[src/rtl/cp0_timer_bank.sv]
// Count/Compare timer bank: one prescaled free-running Count and N_CH compare channels
// with one-shot or auto-reload modes, sticky pending flags and an aggregated interrupt.
module cp0_timer_bank #(
   parameter int unsigned N_CH          = 4,
   parameter int unsigned COUNT_W       = 32,
   parameter int unsigned PRESCALE      = 2,
   parameter bit          ZERO_DISABLES = 1'b1
) (
   input  logic               clk,
   input  logic               rst,
   input  logic               we,
   input  logic [4:0]         waddr,
   input  logic [2:0]         wsel,
   input  logic [31:0]        wdata,
   input  logic [4:0]         raddr,
   input  logic [2:0]         rsel,
   output logic [31:0]        rdata,
   input  logic               count_stop,
   output logic [COUNT_W-1:0] count_o,
   output logic [N_CH-1:0]    pending,
   output logic               timer_int
);

   localparam int unsigned     PH_W       = (PRESCALE > 1) ? $clog2(PRESCALE) : 1;
   localparam logic [PH_W-1:0] PH_LAST    = PH_W'(PRESCALE - 1);
   localparam logic [4:0]      ADDR_COUNT = 5'd9;
   localparam logic [4:0]      ADDR_CMP   = 5'd11;
   localparam logic [4:0]      ADDR_CTRL  = 5'd22;
   localparam logic [4:0]      ADDR_PER   = 5'd23;

   logic [COUNT_W-1:0] count_q, count_d;
   logic [PH_W-1:0]    phase_q, phase_d;
   logic [COUNT_W-1:0] compare_q [N_CH];
   logic [COUNT_W-1:0] compare_d [N_CH];
   logic [COUNT_W-1:0] period_q  [N_CH];
   logic [COUNT_W-1:0] period_d  [N_CH];
   logic [N_CH-1:0]    enable_q, enable_d, periodic_q, periodic_d, pending_q, pending_d;
   logic [N_CH-1:0]    match, match_q, match_edge, cmp_we, per_we, clr;
   logic               count_we, ctrl_we, tick;
   logic               timer_int_q, timer_int_d;
   logic [31:0]        rdata_q, rdata_d;
   logic               unused_wdata;

   assign unused_wdata = ^wdata;

   always_comb begin
      count_we = we && waddr == ADDR_COUNT && wsel == 3'd0;
      ctrl_we  = we && waddr == ADDR_CTRL && wsel == 3'd0;
      for (int i = 0; i < N_CH; i++) begin
         cmp_we[i] = we && waddr == ADDR_CMP && wsel == 3'(i);
         per_we[i] = we && waddr == ADDR_PER && wsel == 3'(i);
         match[i]  = enable_q[i] && count_q == compare_q[i] &&
                     !(ZERO_DISABLES && compare_q[i] == '0);
      end
   end

   // Edge detect gives one event per arrival even while Count dwells on the value.
   assign match_edge = match & ~match_q;
   assign clr        = cmp_we | ({N_CH{ctrl_we}} & wdata[16 +: N_CH]);

   always_comb begin
      tick    = !count_stop && phase_q == PH_LAST;
      phase_d = phase_q;
      if (!count_stop) phase_d = tick ? '0 : phase_q + PH_W'(1);
      count_d = count_q;
      if (count_we)  count_d = wdata[COUNT_W-1:0];
      else if (tick) count_d = count_q + COUNT_W'(1);
   end

   always_comb begin
      enable_d   = enable_q;
      periodic_d = periodic_q;
      if (ctrl_we) begin
         enable_d   = wdata[N_CH-1:0];
         periodic_d = wdata[8 +: N_CH];
      end
      // A new match outranks a simultaneous clear.
      pending_d = match_edge | (pending_q & ~clr);
      for (int i = 0; i < N_CH; i++) begin
         compare_d[i] = compare_q[i];
         period_d[i]  = period_q[i];
         if (cmp_we[i]) begin
            compare_d[i] = wdata[COUNT_W-1:0];
         end else if (match_edge[i] && periodic_q[i] && period_q[i] != '0) begin
            compare_d[i] = compare_q[i] + period_q[i];
         end
         if (per_we[i]) period_d[i] = wdata[COUNT_W-1:0];
      end
      timer_int_d = |(pending_d & enable_d);
   end

   always_comb begin
      rdata_d = '0;
      if (raddr == ADDR_COUNT && rsel == 3'd0) begin
         rdata_d[COUNT_W-1:0] = count_q;
      end
      if (raddr == ADDR_CTRL && rsel == 3'd0) begin
         rdata_d[N_CH-1:0]  = enable_q;
         rdata_d[8 +: N_CH]  = periodic_q;
         rdata_d[16 +: N_CH] = pending_q;
      end
      for (int i = 0; i < N_CH; i++) begin
         if (raddr == ADDR_CMP && rsel == 3'(i)) rdata_d[COUNT_W-1:0] = compare_q[i];
         if (raddr == ADDR_PER && rsel == 3'(i)) rdata_d[COUNT_W-1:0] = period_q[i];
      end
   end

   always_ff @(posedge clk) begin
      if (rst) begin
         count_q     <= '0;
         phase_q     <= '0;
         enable_q    <= N_CH'(1);
         periodic_q  <= '0;
         pending_q   <= '0;
         match_q     <= '0;
         timer_int_q <= 1'b0;
         rdata_q     <= '0;
         for (int i = 0; i < N_CH; i++) begin
            compare_q[i] <= '0;
            period_q[i]  <= '0;
         end
      end else begin
         count_q     <= count_d;
         phase_q     <= phase_d;
         enable_q    <= enable_d;
         periodic_q  <= periodic_d;
         pending_q   <= pending_d;
         match_q     <= match;
         timer_int_q <= timer_int_d;
         rdata_q     <= rdata_d;
         for (int i = 0; i < N_CH; i++) begin
            compare_q[i] <= compare_d[i];
            period_q[i]  <= period_d[i];
         end
      end
   end

   assign count_o   = count_q;
   assign pending   = pending_q;
   assign timer_int = timer_int_q;
   assign rdata     = rdata_q;

endmodule

[config.mk]
export PLATFORM = sky130hd
export DESIGN_NAME = cp0_timer_bank
export DESIGN_NICKNAME = d
export VERILOG_FILES = /design/src/rtl/cp0_timer_bank.sv
export SDC_FILE = /design/constraint.sdc
export NUM_CORES = 1
export LEC_CHECK = 0
export ABC_AREA = 0
export CAP_MARGIN = 40
export CORE_UTILIZATION = 35
export CTS_BUF_LIST = sky130_fd_sc_hd__clkbuf_4 sky130_fd_sc_hd__clkbuf_8
export DETAILED_ROUTE_END_ITERATION = 8
export SETUP_SLACK_MARGIN = 0.4
export SYNTH_ARGS = -nofsm -noshare
export SYNTH_HDL_FRONTEND = slang
export SYNTH_SLANG_ARGS = --single-unit
[constraint.sdc]
create_clock -name clk -period 5.7 [get_ports clk]
set_input_delay 0.855 -clock clk [delete_from_list [all_inputs] [get_ports clk]]
set_output_delay 0.855 -clock clk [all_outputs]
set_load 0.01 [all_outputs]
==> results.sh <==
export IMPL_n_fill_cell=6701
export IMPL_drt_drc_violations_left=0
export IMPL_place_hpwl_microns=77700
export IMPL_layoutNonFillerInstCount=3926
export IMPL_drt_pre_antenna_iters=9
export IMPL_fin_area_sq_um=26600
export IMPL_outcome="completed"
export IMPL_die_area_sq_um=66800
export IMPL_final_hold_violations=0
export IMPL_drv_cap=0
export IMPL_first_global_vias=22000
export IMPL_clock_tree_root_cell="sky130_fd_sc_hd__clkbuf_8"
export IMPL_totalWireLength_microns=106000
export IMPL_dpl_instance_area_sq_um=25200
export IMPL_drt_wirelength_per_cell_microns=26.9
export IMPL_timing_hold_worst_start="period_q[0][96]"
export IMPL_postSynth_asyncResetShare_pct=0
export IMPL_post_cts_buffers=0
export IMPL_worst_skew_pair_later_pin_latency_ps=730
export IMPL_crit_path_start="period_q[0][65]"
export IMPL_cts_hold_fix_buffers=0
export IMPL_fmax_ghz=0.254
export IMPL_min_delay_path_class="flip-flop to flip-flop"
export IMPL_netlist_top_cell_by_area="sky130_fd_sc_hd__dfxtp_1"
export IMPL_final_nets=3202
export IMPL_numPlacedInstances=3813
export IMPL_clock_sink_count=338
export IMPL_rsz0062_at_grt="no"
export IMPL_synth_cells_most_frequent="sky130_fd_sc_hd__nand2_1, sky130_fd_sc_hd__dfxtp_1, sky130_fd_sc_hd__a21oi_1"
export IMPL_place_gp_congestion=1.09
export IMPL_tritoncts="yes"
export IMPL_cts_htree_levels=2
export IMPL_finalSetupViolations=0
export IMPL_fin_tns_setup_ps=0
export IMPL_floorplan_die_height_microns=258
export IMPL_drt_iter0_drcs=3526
export IMPL_fraction_of_layout_instances_using_a_drive_strength_above_1_pct=7.72
export IMPL_layout_area_overhead_vs_synth_pct=15.5
export IMPL_multi_input_area_sq_um=15200
export IMPL_period_utilization_post_route_pct=69.1
export IMPL_netlist_cell_type_count=78
export IMPL_power_leakage_nw=10.7
export IMPL_boundaryPins=121
export IMPL_max_clock_path_buffers=3
export IMPL_syn_area_sq_um=23000
export IMPL_initial_standard_cell_utilization_of_the_core_pct=35.6
export IMPL_cpLargestDelayFamily="compound AO/OA/AOI/OAI gates"
export IMPL_io_buffer_count=120
export IMPL_slew_headroom_pct=32.2
export IMPL_core_rowCount=93
export IMPL_synth_nets=3167
export IMPL_synth_sequential_area_ratio_pct=29.4
export IMPL_synth_largest_type_area_fraction_pct=29.4
export IMPL_timing_worst_slew_pin_value_ps=1010
export IMPL_fin_crit_period_ps=3940
export IMPL_grt_max_degree=136
export IMPL_timing_critical_path_to_type="flip-flop"
export IMPL_clock_skew_final_ps=44.5
export IMPL_crit_path_max_fanout=5
export IMPL_initial_antenna_violation_count=2
export IMPL_pwr_per_cell_area_nw_per_um2=199
export IMPL_sequential_cell_area_sq_um=6770
export IMPL_critical_path_startpoint_type="flip-flop"
export IMPL_drv_slew=0
export IMPL_post_synth_top_count_cell="sky130_fd_sc_hd__nand2_1"
export IMPL_tritoncts_num_buffers=61
export IMPL_worstPathCellList="ha_1 -> a21o_1 -> a21oi_1 -> o22ai_1 -> o21ai_0 -> a31oi_1 -> a311oi_1 -> a21oi_1 -> a31oi_1 -> o311ai_0"
export IMPL_cp_num_buf_inv=0
export IMPL_postSynthCellCount=2986
export IMPL_critical_path_slowest_cell="sky130_fd_sc_hd__o21ai_0"
export IMPL_worst_ir_drop_on_vdd_v=0.000148
export IMPL_synth_seq_cells=338
export IMPL_crit_path_max_incr_delay_ps=750
export IMPL_cts_reportedPaths_clkPinSlew_ps=70
export IMPL_critical_path_reg2reg_startpoint="period_q[0][65]"
export IMPL_post_cts_resized_instances=0
export IMPL_chipWidth_microns=258
export IMPL_synth_ff_type="sky130_fd_sc_hd__dfxtp_1"
export IMPL_synthesis_yosys_warnings=0
export IMPL_arrival_ps=4530
export IMPL_grt_first_pass_wirelength_microns=153000
export IMPL_critPathRequiredTime_ps=6290
export IMPL_start_to_end_type_of_the_worst_setup_path="flip-flop to flip-flop"
export IMPL_post_synth_edffs=0
export IMPL_ant_nets=0
export IMPL_grt_total_usage_pct=30.7
export IMPL_core_area_sq_um=64700
export IMPL_synth_area_top_cells="sky130_fd_sc_hd__dfxtp_1, sky130_fd_sc_hd__nand2_1, sky130_fd_sc_hd__ha_1"
export IMPL_syn_area_per_cell_sq_um=7.71
export IMPL_grt_overflow_total=0
export IMPL_route_vias_total=24600
export IMPL_avgViaCountPerCell=6.26
stage by stage:
stage	hold WS [ps]	setup WS, ps	power [mW]	util, %
2_1_floorplan	445	2590	2.54	-
3_3_place_gp	486	1760	2.68	38.5
3_5_place_dp	488	1830	2.69	39.0
4_1_cts	495	1980	5.29	41.1
5_1_grt	522	1600	5.41	41.1
6_report	495	1760	5.29	41.1
path summary, 6_finish.rpt:
check                           slack [ps]  cells past startpoint          endpoint
worst max-delay path                  1760                     10  compare_q[2][31]
worst min-delay path                   500                      2   period_q[0][96]
worst max register to register        1760                     10  compare_q[2][31]
worst min register to register         500                      2   period_q[0][96]
where the power goes:
group | switching [mW] | internal (mW) | total, mW
sequential | 0.0156 | 2.37 | 2.38
clock | 1.18 | 1.46 | 2.64
combinational | 0.185 | 0.0820 | 0.267
total | 1.38 | 3.91 | 5.29
cell type report:
class | count | area share, %
Sequential cell | 338 | 25.4
Antenna cell | 2 | 0.0188
Timing Repair Buffer | 194 | 7.42
Clock inverter | 18 | 0.701
Inverter | 47 | 0.663
Clock buffer | 93 | 4.44
Multi-Input combinational cell | 2379 | 57.3
Tap cell | 855 | 4.02
metal layers:
metal / vias to the layer above / GRT usage, % / share of wire, %
met5: - / 0.214 / 0.032
met4: 4 / 14.5 / 5.5
met3: 364 / 9.12 / 13
met2: 1623 / 43.6 / 40
met1: 11600 / 42.1 / 42
li1: 11000 / - / -
worst reg2reg max path: stages (launching register included):
cell and delay [ps]:
sky130_fd_sc_hd__dfxtp_1 460, sky130_fd_sc_hd__ha_1 290, sky130_fd_sc_hd__a21o_1 190, sky130_fd_sc_hd__a21oi_1 360, sky130_fd_sc_hd__o22ai_1 190, sky130_fd_sc_hd__o21ai_0 750
sky130_fd_sc_hd__a31oi_1 400, sky130_fd_sc_hd__a311oi_1 520, sky130_fd_sc_hd__a21oi_1 170, sky130_fd_sc_hd__a31oi_1 310, sky130_fd_sc_hd__o311ai_0 170
state kept, by name, summed over array words and instances, names as in the netlist:
register	count
rdata	32
periodic_q	4
timer_int	1
count_o	32
phase_q	1
match_q	4
period_q	128
compare_q	128
pending	4
enable_q	4
placed cells by master, fill, tap and decap left out, types with 25 or more instances in the layout:
master,netlist,final
sky130_fd_sc_hd__xnor2_1,98,98
sky130_fd_sc_hd__nand2_1,422,420
sky130_fd_sc_hd__or3_1,26,26
sky130_fd_sc_hd__buf_4,7,51
sky130_fd_sc_hd__nand4_1,44,44
sky130_fd_sc_hd__clkdlybuf4s50_1,0,119
sky130_fd_sc_hd__a31oi_1,37,37
sky130_fd_sc_hd__a21oi_1,308,308
sky130_fd_sc_hd__o21ai_0,105,105
sky130_fd_sc_hd__a222oi_1,29,29
sky130_fd_sc_hd__nor2_1,251,244
sky130_fd_sc_hd__a22oi_1,74,74
sky130_fd_sc_hd__a21o_1,50,50
sky130_fd_sc_hd__nand3_1,60,57
sky130_fd_sc_hd__inv_1,47,47
sky130_fd_sc_hd__ha_1,125,125
sky130_fd_sc_hd__a211oi_1,122,122
sky130_fd_sc_hd__nor4_1,93,92
sky130_fd_sc_hd__xor2_1,149,149
sky130_fd_sc_hd__dfxtp_1,338,338
sky130_fd_sc_hd__nor2b_1,25,25
sky130_fd_sc_hd__nor3_1,34,30
sky130_fd_sc_hd__clkbuf_8,0,77
sky130_fd_sc_hd__mux2i_1,74,74
kinds of logic (layout without fill, tap and decap cells):
group	count (synthesis)	in the layout	synth area share [%]
and+or+nand+nor	1035	1035	20.6
AOI/OAI and AO/OA	886	886	25.0
DFF	338	338	29.4
buffers and inverters	269	352	4.81
xor gates and xnor gates	247	247	9.40
adders and majority gates	129	129	7.14
muxes	82	82	3.61
other	0	2	0
(Power assumes the default switching activity.)
